File: config.mk
export PLATFORM = sky130hd
export DESIGN_NAME = mac_accumulator
export DESIGN_NICKNAME = d
export VERILOG_FILES = /design/src/rtl/mac_accumulator.sv
export SDC_FILE = /design/constraint.sdc
export NUM_CORES = 1
export LEC_CHECK = 0
export ABC_AREA = 0
export BUFFER_PORTS_ARGS = -buffer_cell sky130_fd_sc_hd__buf_2
export CORE_ASPECT_RATIO = 1.2
export CORE_UTILIZATION = 35
export DETAILED_ROUTE_END_ITERATION = 16
export HOLD_SLACK_MARGIN = 0.06
export PLACE_DENSITY_LB_ADDON = 0.15
export SLEW_MARGIN = 5
export SYNTH_ARGS = -nofsm -noshare
export SYNTH_HDL_FRONTEND = slang
export SYNTH_SLANG_ARGS = --single-unit
export TNS_END_PERCENT = 100
File: constraint.sdc
create_clock -name CLK -period 8.3 [get_ports CLK]
set_input_delay 2.075 -clock CLK [delete_from_list [all_inputs] [get_ports CLK]]
set_output_delay 2.075 -clock CLK [all_outputs]
set_load 0.005 [all_outputs]
File: src/rtl/mac_accumulator.sv
// Signed Q8.8 multiply-accumulate stage feeding the ReLU stage: dot product over LEN pairs,
// two-stage pipeline (product register, accumulator), round-half-up and saturate to 16 bits.
module mac_accumulator #(
   parameter int LEN_W = 8,
   parameter int ACC_W = 40
) (
   input  logic             CLK,
   input  logic             RST_MAC,
   input  logic             START,
   input  logic [LEN_W-1:0] LEN,
   input  logic             IN_VALID,
   input  logic [15:0]      A_IN,
   input  logic [15:0]      B_IN,
   output logic             BUSY,
   output logic [15:0]      Data_Reg,
   output logic             En_MAC_ReLU,
   output logic             SAT_FLAG
);

   typedef enum logic [1:0] {IDLE, ACCUM, DRAIN, OUT} state_t;

   localparam logic signed [ACC_W-1:0] Q_MAX = {{(ACC_W-16){1'b0}}, 16'h7FFF};
   localparam logic signed [ACC_W-1:0] Q_MIN = {{(ACC_W-16){1'b1}}, 16'h8000};
   localparam logic signed [ACC_W-1:0] ROUND = {{(ACC_W-8){1'b0}}, 8'h80};

   state_t                  state, state_nxt;
   logic [LEN_W-1:0]        len_q, cnt;
   logic signed [31:0]      a_ext, b_ext, prod;
   logic                    prod_vld;
   logic signed [ACC_W-1:0] acc, rnd_sum, rnd;
   logic                    accept, start_ok, last;

   assign a_ext   = {{16{A_IN[15]}}, A_IN};
   assign b_ext   = {{16{B_IN[15]}}, B_IN};
   assign last    = (cnt + LEN_W'(1)) == len_q;
   assign rnd_sum = acc + ROUND;
   assign rnd     = rnd_sum >>> 8;
   assign BUSY    = (state != IDLE);

   // NOTE: sequential state uses non-blocking assignments so every register samples pre-edge values.
   always_ff @(posedge CLK or posedge RST_MAC) begin
      if (RST_MAC) state <= IDLE;
      else         state <= state_nxt;
   end

   // NOTE: every output of this block gets a default first, so no path can infer a latch.
   always_comb begin
      state_nxt = state;
      start_ok  = 1'b0;
      accept    = 1'b0;
      case (state)
         IDLE: begin
            if (START) begin
               start_ok  = 1'b1;
               state_nxt = (LEN == '0) ? OUT : ACCUM;
            end
         end
         ACCUM: begin
            if (IN_VALID) begin
               accept = 1'b1;
               if (last) state_nxt = DRAIN;
            end
         end
         DRAIN:   state_nxt = OUT;
         OUT:     state_nxt = IDLE;
         default: state_nxt = IDLE;
      endcase
   end

   always_ff @(posedge CLK or posedge RST_MAC) begin
      if (RST_MAC) begin
         len_q       <= '0;
         cnt         <= '0;
         prod        <= '0;
         prod_vld    <= 1'b0;
         acc         <= '0;
         Data_Reg    <= '0;
         SAT_FLAG    <= 1'b0;
         En_MAC_ReLU <= 1'b0;
      end else begin
         En_MAC_ReLU <= 1'b0;
         prod_vld    <= accept;
         if (accept) begin
            prod <= a_ext * b_ext;
            cnt  <= cnt + LEN_W'(1);
         end
         if (start_ok) begin
            acc   <= '0;
            len_q <= LEN;
            cnt   <= '0;
         end else if (prod_vld) begin
            acc <= acc + {{(ACC_W-32){prod[31]}}, prod};
         end
         // The accumulator is final by the time OUT is reached; convert on its exit edge.
         if (state == OUT) begin
            En_MAC_ReLU <= 1'b1;
            if (rnd > Q_MAX) begin
               Data_Reg <= 16'h7FFF;
               SAT_FLAG <= 1'b1;
            end else if (rnd < Q_MIN) begin
               Data_Reg <= 16'h8000;
               SAT_FLAG <= 1'b1;
            end else begin
               Data_Reg <= rnd[15:0];
               SAT_FLAG <= 1'b0;
            end
         end
      end
   end

endmodule

==> results by group <==
Run status
  – Outcome: finished, final reports clean

Floorplan
  – Effective utilization at floorplan: 0.355
  – Core area: 48,200 um2
  – I/O pin cnt: 63
  – Horiz. Die Dim: 204 um
  – Die height: 244 um
  – Row count: 88
  – Die area: 49,900 um2

Logic synthesis
  – Distinct cells, synth: 75
  – Ys flop type: dfrtp_1
  – Cells after Synth: 1,922
  – Synth Area per Inst: 8.92 um2
  – Ys Warns: 0
  – Post-synthesis sequential area ratio: 0.159
  – Synth area leader: fa_1
  – Ys async rst share: 1.00
  – Synthesized area: 17,100 um2
  – Largest cells by area after synthesis: fa_1 (31%), dfrtp_1 (16%), ha_1 (9.3%)
  – Top cell type's share of synthesized area: 0.307
  – Syn_nets: 2,357
  – Synthesis-stage register bit count: 109
  – Post-synth EDFFs: 0

Critical path
  – Worst Path Arrival: 8220 ps
  – Startpoint Class: input port
  – Worst Setup End Kind: flop
  – Crit-path max FO: 11
  – Worst path bufs/invs: 3
  – Crit path kind: in -> reg
  – Slowest stage delay, CP: 550 ps
  – Worst Path Required: 8520 ps
  – Critical Path, Cell by Cell: buf_2 -> and2_1 -> fa_1 -> inv_1 -> fa_1 -> inv_1 -> fa_1 -> fa_1 -> fa_1 -> fa_1 -> ha_1 -> o21ai_0 -> a221oi_1 -> a221o_1 -> a21oi_1 -> a211oi_1 -> or3_1 -> a41oi_1 -> o21a_1 -> xnor2_1 -> o21ai_0
  – CP max-delay cell: fa_1
  – Most frequent CP cell: fa_1
  – Crit path max-delay family: adder cells

Timing
  – F_max: 125 MHz
  – Final hold violations: 0
  – Tmin final: 7990 ps
  – Relative slew margins: 0.322
  – Worst Skew: 8.43 ps
  – Transition time of the tightest slew-check pin: 1020 ps
  – Fin crit share: 0.963
  – Max Transition Viols Final: 0
  – Final Setup Violations: 0
  – RSZ-0062 raised after global routing: no

Layout
  – Nets@finish: 2,472
  – Layout cells sized above 1: 0.107
  – Fillers: 4,955
  – P&R area growth vs syn: 11.9%
  – FF+latch area: 2730 um2
  – Most common cell after layout, fill and taps aside: inv_1
  – Multi-input logic area: 12,900 um2
  – Most frequent cells in the layout: inv_1 (344), fa_1 (263), nand2_1 (233), ha_1 (128), and2_1 (121)
  – Non-Filler Instances: 2,672
  – N_diodes: 0

Detailed routing
  – Routed WL: 39.7 mm
  – # DRC: 0
  – Routed len/inst: 14.9 um
  – Vias per inst: 4.78
  – DRT Pass-1 Iters: 5
  – Vias: 12,780
  – Final ANT Viol Nets: 0
  – DRT iter0 DRCs: 380

CTS
  – Total CTS buffers: 9
  – Maximum clock path buffer count: 2
  – Sink Count: 109
  – Clock-pin slew on the worst setup and hold paths: 70 ps
  – CTS H-tree depth: 3
  – CTS tree: built
  – CTS root buffer: clkbuf_16
  – Skew-Pair Late Insertion Delay: 370 ps
  – Hold-fix buffer count after cts: 0

Placement
  – Placed Instances: 2,656
  – I/O Buffers: 62
  – Routability congestion estimate: 0.867
  – Post-DP HPWL: 34.2 mm

GRT
  – Vias in the first global route: 13,771
  – GR Overflow Total: 0
  – GRT Overall Usage: 0.169
  – Initial antenna violation count: 0
  – First-pass GRT wire length: 68.7 mm
  – Pin count of the biggest net entering global routing: 69

Min path
  – Worst Hold Class: reg -> reg

Job
  – Max Cap Viol: 0
-- routing by layer --
| layer | track usage | wire (um) |
|---|---|---|
| met1 | 0.223 | 18900 |
| met2 | 0.299 | 19700 |
| met3 | 0.0140 | 697 |
| met4 | 0.0360 | 516 |
| met5 | 0 | 0 |
-- logic make-up after synthesis --
group | Yosys count | synth area share
AO/OA/AOI/OAI | 273 | 0.104
flip-flops | 109 | 0.159
multiplexers | 27 | 0.0159
XOR/XNOR | 102 | 0.0521
buffers and inverters | 410 | 0.0918
AND/OR/NAND/NOR | 610 | 0.177
adder cells (fa/ha/maj) | 391 | 0.401
-- cells in the mapped netlist, types with 27 or more instances --
cell,n
and2_1,122
inv_1,345
nand3_1,27
a21oi_1,62
xnor2_1,59
a21o_1,27
clkbuf_1,48
xor2_1,43
o21ai_0,74
nor2_1,106
fa_1,263
nand2_1,234
ha_1,128
dfrtp_1,109
-- worst min-delay path, stage by stage (launching register included) --
cell	delay, ps
dfrtp_1	350
nand2_1	50
o21ai_0	60
-- what timing repair did --
item,4_1_cts,5_1_grt
buffers inserted,0,0
resized for setup,0,1
endpoints found under the setup margin,0,3
-- layout make-up --
type,count,area share
multi-input cells,1403,0.670
flip-flops and latches,109,0.142
inverters,346,0.0678
clock buffers,10,0.0125
clock inverters,6,0.00574
well taps,630,0.0411
repair buffers,168,0.0609
-- sequential cells by signal, summed over array words and instances, names as in the netlist --
| register | flops |
|---|---|
| prod | 32 |
| acc | 40 |
| Data_Reg | 16 |
| cnt | 8 |
| SAT_FLAG | 1 |
| En_MAC_ReLU | 1 |
| prod_vld | 1 |
| state | 2 |
| len_q | 8 |
-- final timing paths --
kind,slack (ps),start,depth (start not counted),end
setup / recovery,310,A_IN[3],21,prod[31]$_DFFE_PP0P_
hold / removal,490,prod[26]$_DFFE_PP0P_,2,prod[26]$_DFFE_PP0P_
setup reg to reg,4840,prod[0]$_DFFE_PP0P_,13,acc[38]$_DFFE_PP0P_
hold reg to reg,490,prod[26]$_DFFE_PP0P_,2,prod[26]$_DFFE_PP0P_
max in group asynchronous,5240,RST_MAC,3,prod_vld$_DFF_PP0_
min in group asynchronous,1750,RST_MAC,2,Data_Reg[2]$_DFFE_PP0P_
-- metrics by stage --
stage                     area (um2)  setup TNS, ps  hold WS, ps   util  setup WS [ps]
after detailed placement       18800           -215          476  0.390           -102
after CTS                      19200              0          497  0.398            275
after floorplan                17100              0          445      -            146
final                          19200              0          487  0.398            305
after global routing           19200              0          514  0.398           3.59
after global placement         18800           -141          471  0.390          -72.9
Power is not shown: default switching activity piles up to over one toggle a cycle in this logic, so the estimate is an artifact.
